===== src/rtl/pwm_multi_ch.sv =====
// Multi-channel PWM with a shared edge/center-aligned period counter.
// Per-channel debounced duty buttons; duty and mode commit at period start.
module pwm_multi_ch #(
    parameter int CHANNELS   = 4,
    parameter int CNT_W      = 8,
    parameter int PERIOD     = 10,
    parameter int STEP       = 1,
    parameter int DUTY_RESET = 5,
    parameter int DEBOUNCE   = 4
) (
    input  logic                      clk,
    input  logic                      rst,
    input  logic [CHANNELS-1:0]       increase_duty,
    input  logic [CHANNELS-1:0]       decrease_duty,
    input  logic                      center_mode,
    output logic [CHANNELS-1:0]       PWM_OUT,
    output logic                      period_start,
    output logic [CHANNELS*CNT_W-1:0] duty_flat
);

    localparam int DB_W = $clog2(DEBOUNCE + 1);

    localparam logic [DB_W-1:0]  DB_MAX   = DB_W'(DEBOUNCE);
    localparam logic [DB_W-1:0]  DB_ARM   = DB_W'(DEBOUNCE - 1);
    localparam logic [CNT_W-1:0] CNT_LAST = CNT_W'(PERIOD - 1);
    localparam logic [CNT_W-1:0] DUTY_TOP = CNT_W'(PERIOD);
    localparam logic [CNT_W-1:0] DUTY_RST = CNT_W'(DUTY_RESET);
    localparam logic [CNT_W:0]   TOP_W    = (CNT_W + 1)'(PERIOD);
    localparam logic [CNT_W:0]   STEP_W   = (CNT_W + 1)'(STEP);

    typedef enum logic [0:0] {
        DIR_UP   = 1'b0,
        DIR_DOWN = 1'b1
    } dir_e;

    dir_e                         dir_q, dir_d;
    logic [CNT_W-1:0]             cnt_q, cnt_d;
    logic                         mode_q, mode_d;
    logic                         start_c;
    logic                         mode_eff;

    logic [DB_W-1:0]              inc_db_q [CHANNELS];
    logic [DB_W-1:0]              inc_db_d [CHANNELS];
    logic [DB_W-1:0]              dec_db_q [CHANNELS];
    logic [DB_W-1:0]              dec_db_d [CHANNELS];
    logic [CHANNELS-1:0]          inc_press;
    logic [CHANNELS-1:0]          dec_press;

    logic [CHANNELS-1:0][CNT_W-1:0] pend_q, pend_d;
    logic [CHANNELS-1:0][CNT_W-1:0] act_q, act_d;
    logic [CHANNELS-1:0][CNT_W-1:0] duty_eff;
    logic [CNT_W:0]               up_w [CHANNELS];
    logic [CNT_W:0]               dn_w [CHANNELS];

    logic [CHANNELS-1:0]          pwm_q, pwm_d;
    logic                         ps_q, ps_d;

    // The cycle being produced next is a period start when the counter sits at 0 going up.
    assign start_c  = (cnt_q == '0) && (dir_q == DIR_UP);
    assign mode_eff = start_c ? center_mode : mode_q;

    // Counter direction FSM: state register
    always_ff @(posedge clk or posedge rst) begin
        if (rst) begin
            dir_q  <= DIR_UP;
            cnt_q  <= '0;
            mode_q <= 1'b0;
        end else begin
            dir_q  <= dir_d;
            cnt_q  <= cnt_d;
            mode_q <= mode_d;
        end
    end

    // Counter direction FSM: next state
    always_comb begin
        dir_d = dir_q;
        unique case (dir_q)
            DIR_UP: begin
                if (mode_eff && (cnt_q == CNT_LAST)) begin
                    dir_d = DIR_DOWN;
                end
            end
            DIR_DOWN: begin
                if (cnt_q == '0) begin
                    dir_d = DIR_UP;
                end
            end
            default: dir_d = DIR_UP;
        endcase
    end

    // Counter direction FSM: outputs (count value and committed mode)
    always_comb begin
        cnt_d  = cnt_q;
        mode_d = mode_eff;
        unique case (dir_q)
            DIR_UP: begin
                if (cnt_q == CNT_LAST) begin
                    cnt_d = mode_eff ? cnt_q : '0;
                end else begin
                    cnt_d = cnt_q + 1'b1;
                end
            end
            DIR_DOWN: begin
                if (cnt_q != '0) begin
                    cnt_d = cnt_q - 1'b1;
                end
            end
            default: cnt_d = '0;
        endcase
    end

    // A press fires once, on the sample that completes the required run of highs.
    always_comb begin
        inc_press = '0;
        dec_press = '0;
        for (int c = 0; c < CHANNELS; c++) begin
            inc_db_d[c] = '0;
            dec_db_d[c] = '0;
            if (increase_duty[c]) begin
                inc_db_d[c] = (inc_db_q[c] == DB_MAX) ? inc_db_q[c]
                                                       : inc_db_q[c] + 1'b1;
                inc_press[c] = (inc_db_q[c] == DB_ARM);
            end
            if (decrease_duty[c]) begin
                dec_db_d[c] = (dec_db_q[c] == DB_MAX) ? dec_db_q[c]
                                                       : dec_db_q[c] + 1'b1;
                dec_press[c] = (dec_db_q[c] == DB_ARM);
            end
        end
    end

    always_comb begin
        pend_d = pend_q;
        for (int c = 0; c < CHANNELS; c++) begin
            up_w[c] = {1'b0, pend_q[c]} + STEP_W;
            dn_w[c] = {1'b0, pend_q[c]} - STEP_W;
            if (inc_press[c] && !dec_press[c]) begin
                pend_d[c] = (up_w[c] > TOP_W) ? DUTY_TOP
                                              : up_w[c][CNT_W-1:0];
            end else if (dec_press[c] && !inc_press[c]) begin
                pend_d[c] = ({1'b0, pend_q[c]} < STEP_W) ? '0
                                                         : dn_w[c][CNT_W-1:0];
            end
        end
    end

    // The start cycle already uses the newly committed duty.
    always_comb begin
        act_d = start_c ? pend_q : act_q;
        ps_d  = start_c;
        pwm_d = '0;
        for (int c = 0; c < CHANNELS; c++) begin
            duty_eff[c] = act_d[c];
            pwm_d[c]    = (cnt_q < duty_eff[c]);
        end
    end

    always_ff @(posedge clk or posedge rst) begin
        if (rst) begin
            for (int c = 0; c < CHANNELS; c++) begin
                inc_db_q[c] <= '0;
                dec_db_q[c] <= '0;
                pend_q[c]   <= DUTY_RST;
                act_q[c]    <= DUTY_RST;
            end
            pwm_q <= '0;
            ps_q  <= 1'b0;
        end else begin
            for (int c = 0; c < CHANNELS; c++) begin
                inc_db_q[c] <= inc_db_d[c];
                dec_db_q[c] <= dec_db_d[c];
            end
            pend_q <= pend_d;
            act_q  <= act_d;
            pwm_q  <= pwm_d;
            ps_q   <= ps_d;
        end
    end

    assign PWM_OUT      = pwm_q;
    assign period_start = ps_q;
    assign duty_flat    = act_q;

endmodule


===== config.mk =====
export PLATFORM = sky130hd
export DESIGN_NAME = pwm_multi_ch
export DESIGN_NICKNAME = d
export VERILOG_FILES = /design/src/rtl/pwm_multi_ch.sv
export SDC_FILE = /design/constraint.sdc
export NUM_CORES = 1
export LEC_CHECK = 0
export CORE_ASPECT_RATIO = 1.5
export CORE_UTILIZATION = 60
export CTS_CLUSTER_DIAMETER = 120
export CTS_CLUSTER_SIZE = 16
export DETAILED_ROUTE_END_ITERATION = 12
export DONT_BUFFER_PORTS = 1
export MAX_ROUTING_LAYER = met4
export PLACE_DENSITY = 0.83
export SLEW_MARGIN = 20
export SYNTH_ARGS = -nofsm -noshare
export SYNTH_HDL_FRONTEND = slang
export SYNTH_SLANG_ARGS = --single-unit

===== constraint.sdc =====
create_clock -name clk -period 5 [get_ports clk]
set_input_delay 0.5 -clock clk [delete_from_list [all_inputs] [get_ports clk]]
set_output_delay 0.5 -clock clk [all_outputs]
set_load 0.005 [all_outputs]

# After elaboration in Yosys (flattened, before gate mapping)
# Cells that the tools add are included.
# op_classes
shift	0
reduce_logical	25
mul	0
div	0
n_mux	49
magnitude_cmp	12
n_bitwise	1
eq_ne	27
addsub	18
# op_table
op	count
$mux 8	19
$mux 3	16
$sub 8x1->8 const B	5
$add 8x1->9 const B	4
$gt 9x4->1 const B	4
$lt 8x1->1 const B	4
$lt 8x8->1	4
$mux 32	1
$add 3x1->3 const B	8
$eq 3x2->1 const B	8
$eq 3x3->1 const B	8
$ne 2x2->1 const B	8
$pmux 8 s2	1
$mux 1	11
$logic_and 1x1->1	10
$add 8x1->8 const B	1
$eq 8x4->1 const B	1
$logic_not 1->1	8
$logic_not 8->1	1
$reduce_bool 2->1	4
$reduce_bool 8->1	1
$ne 3x3->1 const B	1
$ne 2x1->1 const B	1
$pmux 1 s2	1
other kinds (2)	2
# word_totals
output_inout_bits	37
latchBits	0
ram_bits	0
word_cells	153
regBits	103
romBits	0
input_bits	11
n_memories	0

# Logic depth before layout (Yosys ltp)
# Gate-level depths: netlist of the first run.
# depth
word_depth	6
depth_mapped	13
mapped_depth_nobuf	12

# Least setup slack after synthesis of the first run
# Ideal clock, no wire load.
# synth_path
kind	register to register
from	register cnt_q[1]
to	register pwm_q[1], in the netlist PWM_OUT[1]
n_path_buf	1
arrival_time_ns	3.073
setup_time_ns	0.073
slack_ns	1.854
stages_incl_launch_ff	13
period_less_slack_ns	3.146
required_time_ns	4.927
path_cell_list	dfrtp_1 > inv_1 > ha_1 > or3b_2 > nor3_4 > buf_6 > mux2_4 > inv_1 > ha_1 > a21o_1 > a21o_1 > a221oi_1 > nor2b_1
# synth_lines
element	line	source
start: declaration	37	logic [CNT_W-1:0] cnt_q, cnt_d;
start signal: assignment	70	cnt_q <= cnt_d;
end signal: assignment	177	pwm_q <= pwm_d;
end: declaration	55	logic [CHANNELS-1:0] pwm_q, pwm_d;

==> results of run 1 <==
==> worst paths after layout <==
path | start | to | slack (ns) | cells after the start
worst max-delay path | cnt_q[1] | PWM_OUT[3] | 1.62 | 12
worst min-delay path | rst | pend_q[25] | 0.17 | 1
worst max register to register | cnt_q[1] | PWM_OUT[3] | 1.62 | 12
worst min register to register | mode_q | mode_q | 0.55 | 1
max in group asynchronous | rst | duty_flat[0] | 3.81 | 2
min in group clk | increase_duty[2] | inc_db_q[3] | 0.28 | 1
==> stage by stage <==
stage / power, uW / instance area [um^2] / hold WS, ns
2_1_floorplan: 3110 / 6820 / 0.502
3_3_place_gp: 3430 / 6880 / 0.524
3_5_place_dp: 3610 / 6880 / 0.537
4_1_cts: 4300 / 7160 / 0.213
5_1_grt: 4670 / 7160 / 0.245
6_report: 4280 / 7160 / 0.168
==> layer usage <==
layer	vias to the layer above	part of all wire	GRT usage
met5	-	0	-
met4	0	0.023	0.107
met3	31	0.049	0.0568
met2	139	0.54	0.482
met1	2564	0.39	0.298
li1	2521	-	-
==> state kept, by name (all words and copies together) (netlist names) <==
name	cells
pend_q	32
inc_db_q	12
cnt_q	8
mode_q	1
dec_db_q	12
PWM_OUT	4
duty_flat	32
dir_q	1
period_start	1
==> area by class of cell <==
class / count / area [um^2] / area share
clock buffer: 11 / 243 / 0.0339
clock inverter: 5 / 33.8 / 0.00472
inverter: 77 / 292 / 0.0407
multi-input combinational: 512 / 3780 / 0.528
sequential: 103 / 2600 / 0.363
tap: 147 / 184 / 0.0257
timing repair buffer: 4 / 30.0 / 0.00419
==> synthesized netlist by cell type, drive strengths merged (3+ instances only) <==
master / count / area, um^2
dfrtp: 87 / 2180
inv: 76 / 285
ha: 72 / 901
nor2: 50 / 188
nand2: 49 / 184
o21ai: 37 / 185
a21oi: 32 / 160
mux2i: 30 / 300
clkbuf: 29 / 109
nand3: 24 / 120
a21boi: 18 / 135
dfstp: 16 / 420
xnor2: 16 / 140
and2: 14 / 87.6
mux2: 12 / 165
nor3: 12 / 71.3
a221oi: 11 / 96.3
nand2b: 10 / 62.6
a21o: 9 / 67.6
nand4: 9 / 56.3
xor2: 7 / 61.3
a22oi: 6 / 45.0
buf: 6 / 47.5
nand3b: 6 / 45.0
nor2b: 6 / 37.5
a211oi: 5 / 37.5
a31oi: 5 / 31.3
nor3b: 5 / 37.5
nor4: 5 / 31.3
nor4b: 5 / 43.8
o31ai: 5 / 37.5
a211o: 3 / 26.3
a22o: 3 / 26.3
a41o: 3 / 30.0
and3: 3 / 18.8
o31a: 3 / 26.3
o41ai: 3 / 33.8
or4b: 3 / 30.0
==> worst register-to-register path, cell delays in order (launching register included) <==
cell and delay (ns):
dfrtp_1 0.53, inv_1 0.18, ha_1 0.18, or3b_2 0.51, nor3_4 0.15, buf_4 0.29
mux2_4 0.34, inv_1 0.06, ha_1 0.24, a21o_1 0.17, a21o_1 0.17, a221oi_1 0.32
nor2b_1 0.18
==> cells in the final DEF (no fill, tap or decap), types with 6 or more instances in the layout <==
cell type  netlist  final
dfrtp_1         87     87
inv_1           76     75
ha_1            72     72
nor2_1          50     50
nand2_1         49     49
o21ai_0         37     37
a21oi_1         32     32
mux2i_1         30     30
nand3_1         24     24
a21boi_0        17     17
xnor2_1         16     16
dfstp_2         16     16
and2_1          14     14
a221oi_1        11     11
nor3_1          11     11
nand2b_1        10     10
nand4_1          9      9
a21o_1           9      9
clkbuf_16        0      9
mux2_4           8      8
xor2_1           7      7
nand3b_1         6      6
a22oi_1          6      6
nor2b_1          6      6
==> power breakdown <==
| part | switching [uW] | total, uW | internal [uW] | leakage (uW) |
|---|---|---|---|---|
| clock | 310 | 661 | 351 | 0.000132 |
| sequential | 548 | 1750 | 1200 | 0.00127 |
| combinational | 1000 | 1880 | 879 | 0.00185 |
==> kinds of logic (layout without fill, tap and decap cells) <==
logic type,Yosys count,in the layout
flip-flops,103,103
multiplexers,42,42
adder cells (fa/ha/maj),72,72
AO/OA/AOI/OAI,164,164
XOR/XNOR,23,23
buffers and inverters,112,97
AND/OR/NAND/NOR,211,211
==> results_dict.tcl, run 1 <==
set metrics [dict create \
    grt_pass1_wl_um 24700 \
    worst_slack_ns 1.62 \
    htreeDepth 3 \
    num_rows 47 \
    vias 5255 \
    placed_cells 843 \
    syn_to_final_growth_pct 4.93 \
    antenna_found_initial 0 \
    relSlewSlack 0.467 \
    coreArea_um2 11100 \
    drive_gt1_frac 0.0787 \
    finalCritPeriodShare 0.675 \
    dieArea_um2 11800 \
    ctsResizeCount 0 \
    ys_seq_area_frac 0.381 \
    synth-simple-area-share 0.160 \
    finalCriticalPeriod_ns 3.38 \
    syn_area_um2 6820 \
    yosysWarnings 0 \
    cts_buffers 9 \
    fp.dieW_um 89.1 \
    crit_buf_inv 3 \
    yosysUniqueCellTypes 66 \
    required_ns 5.28 \
    synth_fa_ha_area_frac 0.132 \
    cts_tree "built" \
    final_hold_viol_count 0 \
    crit_family "simple AND/OR/NAND/NOR gates" \
    clkSinkCount 103 \
    fin_skew_ns 0.00653 \
    post_cts_buffers 0 \
    crit_fanout 14 \
    cts-root-buf "clkbuf_16" \
    place_ws_ns 1.62 \
    dr.pass1.iters 5 \
    critPathLaunchType "flop" \
    worstPathArrival_ns 3.66 \
    initial_core_util 0.617 \
    setup_tns_ns 0 \
    wl_per_cell_um 17.3 \
    syn_area_per_cell_um2 9.39 \
    grt_pass1_vias 5346 \
    min_path_type "input pin to async pin" \
    postCtsHoldBufs 0 \
    synth_edf_count 0 \
    drt_iter0_markers 350 \
    synth_top_family_by_area "compound AO/OA/AOI/OAI gates" \
    drc 0 \
    path_clk_slew_ns 0.07 \
    syn_nets 810 \
    io_pins 48 \
    maxCapViolCount 0 \
    synth-async-reset-ratio 1.00 \
    synth_compound_area_frac 0.164 \
    critical_path.slowest_cell "dfrtp_1" \
    max_clock_freq_ghz 0.296 \
    end_kind "flop" \
    syn_inst 727 \
    drt-vias-per-instance 6.12 \
    rsz0062_at_grt "false" \
    io_buffers 0 \
    cp_cell_sequence "inv_1 > ha_1 > or3b_2 > nor3_4 > buf_4 > mux2_4 > inv_1 > ha_1 > a21o_1 > a21o_1 > a221oi_1 > nor2b_1" \
    grt_max_degree 64 \
    fin_nets 790 \
    clock_latency_ns 0.35 \
    antennaDiodeCount 0 \
    synth-xor-area-share 0.0295 \
    fin_cells 859 \
    place_congestion 0.905 \
    status "finished clean" \
    leakage_uw 0.00326 \
    slowest_delay_ns 0.53 \
    routed_wirelength_um 14800 \
    fillCellCount 920 \
    die_y_um 133 \
    worst-setup-path-type "flop to flop" \
    setup_viol_count_final 0 \
    globalRouteTotalUtil 0.275 \
    slew_violations 0 \
    cts_max_path_buffers 2 \
    synth_mux_area_frac 0.0682 \
    synth_seq_cells 103 \
    ir_worst_vdd_mv 0.326 \
    dp_hpwl_um 10900 \
    p_per_area_nw_per_um2 598 \
    tightest_slew_ns 0.799 \
    grt_overflow 0 \
    synth-main-ff-cell "dfrtp_1" \
    ant_nets 0 \
    final_util 0.648 \
]
Power figures use the tool's default switching activity.
==> run 2: changes to the inputs <==
==> constraint.sdc (replaced) <==
create_clock -name clk -period 3.45 [get_ports clk]
set_input_delay 0.345 -clock clk [delete_from_list [all_inputs] [get_ports clk]]
set_output_delay 0.345 -clock clk [all_outputs]
set_load 0.005 [all_outputs]
==> run 2 against run 1 <==
Cell count grew 0.81%; total power increased by 48%; clock-buffer cell count is the same.
==> results_dict.tcl, run 2 (synthesis gave the netlist of run 1 again) <==
set metrics [dict create \
    leakage_uw 0.00331 \
    drive_gt1_frac 0.0876 \
    grt_pass1_wl_um 24400 \
    setup_viol_count_final 0 \
    coreArea_um2 11100 \
    crit_fanout 13 \
    dr.pass1.iters 5 \
    grt_max_degree 65 \
    ctsResizeCount 0 \
    post_cts_buffers 0 \
    p_per_area_nw_per_um2 875 \
    maxCapViolCount 0 \
    r2r_cells 12 \
    crit_family "simple AND/OR/NAND/NOR gates" \
    num_rows 47 \
    cp_cell_sequence "clkinv_1 > ha_1 > or3b_2 > nor3_4 > buf_4 > mux2_4 > inv_1 > ha_1 > a21o_1 > a21o_1 > a221oi_1 > nor2b_1" \
    drt-vias-per-instance 6.11 \
    fin_cells 866 \
    fillCellCount 893 \
    ir_worst_vdd_mv 0.414 \
    slowest_delay_ns 0.52 \
    antennaDiodeCount 0 \
    cts-root-buf "clkbuf_16" \
    finalCriticalPeriod_ns 3.20 \
    final_hold_viol_count 0 \
    placed_cells 850 \
    crit_cells 12 \
    grt_overflow 0 \
    status "finished clean" \
    final_common_cell "dfrtp_1" \
    routed_wirelength_um 14700 \
    htreeDepth 3 \
    final_cell_mix "87 x dfrtp_1, 75 x inv_1, 72 x ha_1, 50 x nor2_1, 49 x nand2_1" \
    fin_nets 797 \
    critPathLaunchType "flop" \
    cts_buffers 9 \
    rsz0062_at_grt "false" \
    slew_violations 0 \
    drc 0 \
    end_kind "flop" \
    cts_tree "built" \
    clock_latency_ns 0.35 \
    min_path_type "input pin to async pin" \
    clkSinkCount 103 \
    io_pins 48 \
    dieArea_um2 11800 \
    cts_max_path_buffers 2 \
    relSlewSlack 0.457 \
    path_clk_slew_ns 0.07 \
    grt_pass1_vias 5338 \
    antenna_found_initial 0 \
    tightest_slew_ns 0.814 \
    vias 5290 \
    worstPathArrival_ns 3.48 \
    critical_path.slowest_cell "or3b_2" \
    globalRouteTotalUtil 0.270 \
    drt_iter0_markers 270 \
    die_y_um 133 \
    max_clock_freq_ghz 0.312 \
    wl_per_cell_um 16.9 \
    final_util 0.656 \
    place_congestion 0.868 \
    finalCritPeriodShare 0.929 \
    required_ns 3.73 \
    crit_buf_inv 3 \
    worst-setup-path-type "flop to flop" \
    postCtsHoldBufs 0 \
    initial_core_util 0.617 \
    syn_to_final_growth_pct 6.23 \
    fin_skew_ns 0.00699 \
    ant_nets 0 \
    setup_tns_ns 0 \
    fp.dieW_um 89.1 \
    dp_hpwl_um 10700 \
    io_buffers 0 \
]
-- run 2: path summary, 6_finish.rpt --
path	from	to	slack [ns]
worst max-delay path	cnt_q[0]	PWM_OUT[3]	0.25
worst min-delay path	rst	dec_db_q[0]	0.02
worst max register to register	cnt_q[0]	PWM_OUT[3]	0.25
worst min register to register	mode_q	mode_q	0.57
max in group asynchronous	rst	duty_flat[26]	2.56
min in group clk	decrease_duty[3]	dec_db_q[0]	0.12
-- run 2: metrics by stage --
stage                     total power (uW)  hold WS (ns)  setup slack (ns)  area, um^2
after floorplan                       4510         0.474             0.304        6820
after global placement                5050         0.416             0.415        6950
after detailed placement              5280         0.425             0.270        6950
after CTS                             6340        0.0534             0.252        7250
after global routing                  6900        0.0925            0.0347        7250
final                                 6340        0.0235             0.246        7250
-- run 2: cell type report --
cell class / count / area [um^2] / area share
flip-flops and latches: 103 / 2600 / 0.358
well taps: 147 / 184 / 0.0254
clock buffers: 11 / 243 / 0.0335
clock inverters: 5 / 57.6 / 0.00794
multi-input cells: 512 / 3780 / 0.522
inverters: 77 / 292 / 0.0402
repair buffers: 11 / 95.1 / 0.0131
-- run 2: report_power, final --
| part | switching, uW | leakage [uW] | total (uW) | internal [uW] |
|---|---|---|---|---|
| Clock | 444 | 0.000149 | 1030 | 583 |
| Sequential | 670 | 0.00127 | 2410 | 1740 |
| Combinational | 1580 | 0.00189 | 2910 | 1330 |
-- run 2: metal layers --
metal,GRT usage,share of wire,up-vias
met3,0.0549,0.056,28
met2,0.472,0.53,144
met4,0.106,0.026,0
met5,-,0,-
li1,-,-,2533
met1,0.293,0.39,2585
